[config.mk]
export PLATFORM = sky130hd
export DESIGN_NAME = bit_deser
export DESIGN_NICKNAME = d
export VERILOG_FILES = /design/src/rtl/bit_deser.sv
export SDC_FILE = /design/constraint.sdc
export NUM_CORES = 1
export LEC_CHECK = 0
export CORE_AREA = 5 5 119 121
export DETAILED_ROUTE_END_ITERATION = 16
export DIE_AREA = 0 0 124 126
export PLACE_DENSITY_LB_ADDON = 0.15
export SETUP_SLACK_MARGIN = 0.3
export SYNTH_ARGS = -nofsm -noshare
export SYNTH_HDL_FRONTEND = slang
export SYNTH_SLANG_ARGS = --single-unit
[constraint.sdc]
create_clock -name clk -period 4.18 [get_ports clk]
set_input_delay 0.627 -clock clk [delete_from_list [all_inputs] [get_ports clk]]
set_output_delay 0.627 -clock clk [all_outputs]
set_load 0.02 [all_outputs]
[src/rtl/bit_deser.sv]
// Serial-to-word deserializer.
// Collects a frame of MSB-first serial bits into bytes, packs four bytes per
// 32-bit word (byte 0 in the top lane) and writes each word into a circular
// RAM window of BUF_WORDS words. Words that are only partly filled are padded
// with zeros and written when the frame ends. If the serial source stalls
// mid-frame, the frame is abandoned and err_o pulses.
//
// state | meaning
// ------+---------------------------------------------------------------
// IDLE  | waiting for start_in; valid_in ignored
// RECV  | shifting bits, packing bytes, writing full words, gap watchdog
// FLUSH | writing a pending partial word (if any), then signalling done
// DONE  | done_o high for this single cycle, then back to IDLE
module bit_deser #(
  parameter int BUF_WORDS   = 256,
  parameter int GAP_TIMEOUT = 64
) (
  input  logic        clk,
  input  logic        rst,
  input  logic        start_in,
  input  logic [7:0]  length_in,
  input  logic        bit_in,
  input  logic        valid_in,
  output logic        ram_wr_o,
  output logic [31:0] ram_addr_o,
  output logic [31:0] ram_data_o,
  output logic        busy_o,
  output logic        done_o,
  output logic        err_o
);

  typedef enum logic [1:0] {IDLE, RECV, FLUSH, DONE} state_t;

  localparam int              GAP_W     = $clog2(GAP_TIMEOUT + 1);
  localparam logic [31:0]     LAST_ADDR = 32'((BUF_WORDS - 1) * 4);
  localparam logic [GAP_W-1:0] GAP_LAST = GAP_W'(GAP_TIMEOUT - 1);

  state_t           state;
  logic [7:0]       len_q;
  logic [7:0]       byte_cnt;
  logic [2:0]       bit_cnt;
  logic [6:0]       shift_q;
  logic [31:0]      word_q;
  logic [GAP_W-1:0] gap_cnt;

  logic [7:0]       new_byte;
  logic             byte_done;
  logic [1:0]       slot;
  logic [31:0]      word_next;
  logic [31:0]      addr_next;

  // Byte assembly, lane placement of the byte now completing, next RAM address
  always_comb begin
    new_byte  = {shift_q, bit_in};
    byte_done = valid_in && (bit_cnt == 3'd7);
    slot      = byte_cnt[1:0];
    word_next = word_q;
    case (slot)
      2'd0:    word_next[31:24] = new_byte;
      2'd1:    word_next[23:16] = new_byte;
      2'd2:    word_next[15:8]  = new_byte;
      default: word_next[7:0]   = new_byte;
    endcase
    addr_next = (ram_addr_o == LAST_ADDR) ? 32'd0 : ram_addr_o + 32'd4;
  end

  // Frame sequencing FSM with registered outputs
  always_ff @(posedge clk or posedge rst) begin
    if (rst) begin
      state      <= IDLE;
      len_q      <= 8'd0;
      byte_cnt   <= 8'd0;
      bit_cnt    <= 3'd0;
      shift_q    <= 7'd0;
      word_q     <= 32'd0;
      gap_cnt    <= '0;
      ram_wr_o   <= 1'b0;
      ram_addr_o <= 32'd0;
      ram_data_o <= 32'd0;
      busy_o     <= 1'b0;
      done_o     <= 1'b0;
      err_o      <= 1'b0;
    end else begin
      ram_wr_o <= 1'b0;
      done_o   <= 1'b0;
      err_o    <= 1'b0;

      // the address of a write stays stable during its strobe, then steps on
      if (ram_wr_o) begin
        ram_addr_o <= addr_next;
      end

      case (state)
        IDLE: begin
          if (start_in) begin
            len_q      <= length_in;
            byte_cnt   <= 8'd0;
            bit_cnt    <= 3'd0;
            shift_q    <= 7'd0;
            word_q     <= 32'd0;
            gap_cnt    <= '0;
            ram_addr_o <= 32'd0;
            busy_o     <= 1'b1;
            if (length_in == 8'd0) begin
              state  <= DONE;
              done_o <= 1'b1;
            end else begin
              state <= RECV;
            end
          end
        end

        RECV: begin
          if (valid_in) begin
            gap_cnt <= '0;
            shift_q <= new_byte[6:0];
            bit_cnt <= bit_cnt + 3'd1;
            if (byte_done) begin
              byte_cnt <= byte_cnt + 8'd1;
              if (slot == 2'd3) begin
                ram_wr_o   <= 1'b1;
                ram_data_o <= word_next;
                word_q     <= 32'd0;
              end else begin
                word_q <= word_next;
              end
              if (byte_cnt + 8'd1 == len_q) begin
                state <= FLUSH;
              end
            end
          end else if (gap_cnt == GAP_LAST) begin
            // source stalled: drop whatever is half-packed
            err_o   <= 1'b1;
            busy_o  <= 1'b0;
            word_q  <= 32'd0;
            gap_cnt <= '0;
            state   <= IDLE;
          end else begin
            gap_cnt <= gap_cnt + GAP_W'(1);
          end
        end

        FLUSH: begin
          if (byte_cnt[1:0] != 2'd0) begin
            // partial word pending; clearing the lane count marks it written
            ram_wr_o      <= 1'b1;
            ram_data_o    <= word_q;
            word_q        <= 32'd0;
            byte_cnt[1:0] <= 2'd0;
          end else begin
            state  <= DONE;
            done_o <= 1'b1;
          end
        end

        DONE: begin
          busy_o <= 1'b0;
          state  <= IDLE;
        end

        default: begin
          busy_o <= 1'b0;
          state  <= IDLE;
        end
      endcase
    end
  end

endmodule
==> flow_results.org <==
** STA
- Counting I/O delays and the setup requirement, the final critical path takes 2.59 ns.
- On the final layout, the worst clock skew is 0.00817 ns.
- Headroom to the max-slew limit came out at 40.3%.
- Unrepaired setup endpoints after global routing :: false
- For the pin with the worst max-slew slack, the measured transition is 0.893 ns.
- Final count of negative-setup-slack endpoints :: 0
- Setup total negative slack on the finished layout was measured at 0 ns.
- Derived from the worst setup path, the maximum achievable clock frequency is 386 MHz.
- Final worst path period share :: 61.9%
- Final number of max-transition violations :: 0
- Final hold viol count :: 0

** Yosys
- Cell types occupying the most area after synthesis :: dfrtp_1 54%, mux2i_1 5.9%, nor2_1 4.9%
- The synthesized design spends more area on one cell type than any other, namely dfrtp_1.
- Of all flip-flops after synthesis, the portion carrying an async set or reset was 100%.
- Cell count after synthesis :: 600
- Synthesized area per cell :: 10.5 sq um
- The synthesized netlist occupies a cell area of 6310 sq um.
- After synthesis, the netlist uses 46 different library cells.
- After synthesis, flip-flops and latches occupy 53.6% of the total area.
- Post-synth EDFFs :: 0
- When the netlist entered floorplanning its net count stood at 627.
- YS warnings :: 0
- Share of the synthesized area in the top cell type :: 53.6%
- In this run, synthesis produced a sequential element count of 135.
- Most used flip-flop cell after synthesis :: dfrtp_1

** Layout
- After the last flow step, the layout net total stands at 696.
- Share of post-route cells with drive strength above 1 :: 7.34%
- The library cell used most frequently in the layout, excluding fill and tap cells, is dfrtp_1.
- Post-synthesis to final-layout area growth :: 24.4%
- Count of fill cells added during filler insertion :: 1,120
- The top cell types in the final layout, fill and taps aside, are 135 x dfrtp_1, 82 x nor2_1, 80 x clkdlybuf4s50_1.
- Antenna diode instance count :: 0
- Non-filler instance count after layout :: 857
- Once layout is complete, the utilization of the core stands at 60.4%.

** Floorplanning
- Die Y-Extent :: 126 um
- The die covers 15,600 sq um.
- Row count :: 42
- Boundary Pins :: 81
- Once the floorplan was initialized, standard cells occupied 48.6% of the core.
- Width of the chip :: 124 um
- After floorplanning, the core was sized to cover 13,000 sq um.

** Placement
- In this run the tool buffered the top-level ports with 80 buffer cells.
- Summed over all nets, the half-perimeter wirelength after detailed placement is 9.58 mm.
- Number of cells in the design after placement :: 826
- At the end of routability-driven placement, the weighted congestion stood at 0.816.

** Global routing
- The number of antenna violations at the first check in global routing is 0.
- The via count of the first global-routing pass came to 4,740.
- Global routing met3 resource utilization :: 5.16%
- Global routing consumed, on the met1 layer, 27.3% of the routing resources.
- Met2 layer usage reported by global route :: 28.8%
- The first global-routing pass estimated 23.9 mm of wire.
- Global Route Usage Sum :: 19.3%
- Entering global routing, the biggest net connects 70 pins.
- Gr ovfl total :: 0
- Layer with the highest usage after global routing :: met2

** Route
- Total wire length after detailed routing :: 14.0 mm
- The routed layout has 4,598 vias.
- After detailed routing, the average wire length per cell comes to 16.3 um.
- Drt first-iter violations :: 222
- Vias per cell :: 5.37
- Post-detailed-route DRC marker count :: 0
- Before antenna repair, the detailed router went through 4 iterations.
- Antenna Nets Post-Route :: 0

** Clock network
- TritonCTS built the clock tree.
- The clock reaches the later pin of the worst-skew pair after 0.42 ns.
- Number of CTS-inserted buffers :: 17
- Clk Tree Root Cell :: clkbuf_16
- Post-CTS setup buffer count :: 0
- Sink Count :: 135
- Post-cts sizing count :: 0
- In this run the number of H-tree levels came out at 4.
- Hold repair after CTS inserted 0 buffers.
- The longest clock path from root to sink contains 2 buffers.
- After clock tree synthesis, the clock-pin slew on the worst setup and hold paths is 0.05 ns.

** Min path
- Min-Delay Path Depth :: 1
- The worst hold path belongs to the class reg2reg.

** Power
- In this run, the combinational gates consume 35.0% of the power.
- Power spread over the standard cell area amounts to 667 nW/um^2.
- The clock network accounts for 29.7% of the total power.
- Sequential cells burn 35.3% of the power.
- Net switching is 35.4% of the power.
- Cell internal power was estimated by the tool at 0.00338 W.
- In this run the static leakage power is 3.64 nW.
- In this run the power spent charging and discharging nets is 0.00185 W.
- The worst-case IR drop observed on VDD is 252 uV.

** Run status
- The flow ran to the end, and the final reports show no timing, DRC or antenna violations.

** Critical path
- R2R cell count :: 7
- Along the worst path, the maximum fanout reaches 9.
- Startpoint type of the worst setup path :: register
- Crit path required time :: 4.52 ns
- At the worst endpoint, the arrival time is 2.93 ns.
- Endpoint class of the critical path :: register
- By startpoint and endpoint, the worst setup path is classified as reg2reg.

** Flow run
- Max-Cap Viols :: 0
-- path summary, 6_finish.rpt --
path	from	end	slack, ns
setup / recovery	byte_cnt[0]	state[1]	1.59
hold / removal	word_q[7]	word_q[7]	0.49
setup reg to reg	byte_cnt[0]	state[1]	1.59
hold reg to reg	word_q[7]	word_q[7]	0.49
max in group asynchronous	rst	ram_addr_o[3]	2.63
min in group asynchronous	rst	ram_data_o[22]	0.66
-- worst max-delay path, cell delays in order, from the launching register on --
cell,delay [ns]
dfrtp_1,0.52
ha_1,0.44
nand3_1,0.27
o21ai_0,0.23
nand3b_1,0.09
a2111oi_0,0.53
o21a_1,0.23
mux2i_1,0.19
-- power groups by stage --
| stage | registers (W) | logic, W | clock network [W] |
|---|---|---|---|
| 3_5_place_dp | 0.00188 | 0.00184 | 0 |
| 5_1_grt | 0.00190 | 0.00204 | 0.00164 |
| 3_3_place_gp | 0.00186 | 0.00179 | 0 |
| 2_1_floorplan | 0.00197 | 0.00111 | 0 |
| 6_report | 0.00185 | 0.00183 | 0.00156 |
| 4_1_cts | 0.00185 | 0.00185 | 0.00159 |
-- kinds of logic after synthesis --
| family | after synthesis | share of synthesized area [%] |
|---|---|---|
| buffers and inverters | 42 | 3.05 |
| AND/OR/NAND/NOR | 218 | 16.8 |
| adder cells (fa/ha/maj) | 14 | 2.78 |
| flip-flops | 135 | 53.6 |
| AO/OA/AOI/OAI | 108 | 11.2 |
| multiplexers | 45 | 7.30 |
| XOR/XNOR | 38 | 5.28 |
-- synthesized netlist by cell type (all sizes together), types with 10 or more instances --
master and n:
mux2i 37, nand3 19, o21ai 18, a22o 34
and3 13, nor2 82, dfrtp 135, xnor2 17
nor3 10, nand2 39, clkbuf 12, buf 21
a21oi 41, ha 14, xor2 21, and2 13
nor4 11
-- layout make-up --
cell class	instances	area [sq um]	share of cell area (%)
Sequential cell	135	3380	43.1
Multi-Input combinational cell	423	2750	35.0
Timing Repair Buffer	83	836	10.7
Clock buffer	24	512	6.52
Tap cell	176	220	2.81
Clock inverter	7	115	1.47
Inverter	9	37.5	0.478
-- metal layers --
metal  part of all wire (%)  vias to the layer above
met2                     47                       95
met4                    1.2                        0
met1                     47                     2259
li1                       -                     2229
met5                      0                        -
met3                    4.3                       15
-- flip-flops by register name (all words and copies together) (netlist names), 2 cells and up --
signal      cells
ram_data_o     32
byte_cnt        8
state           2
len_q           8
ram_addr_o     32
bit_cnt         3
shift_q         7
word_q         32
gap_cnt         7
-- metrics by stage --
| stage | total power, W | hold slack [ns] | setup slack (ns) | area, sq um |
|---|---|---|---|---|
| after floorplan | 0.00308 | 0.453 | 1.87 | 6310 |
| after global placement | 0.00365 | 0.469 | 1.54 | 7220 |
| after detailed placement | 0.00371 | 0.474 | 1.45 | 7220 |
| after CTS | 0.00529 | 0.490 | 1.54 | 7850 |
| after global routing | 0.00558 | 0.503 | 1.22 | 7850 |
| final | 0.00523 | 0.490 | 1.59 | 7850 |
(Power assumes the default switching activity.)
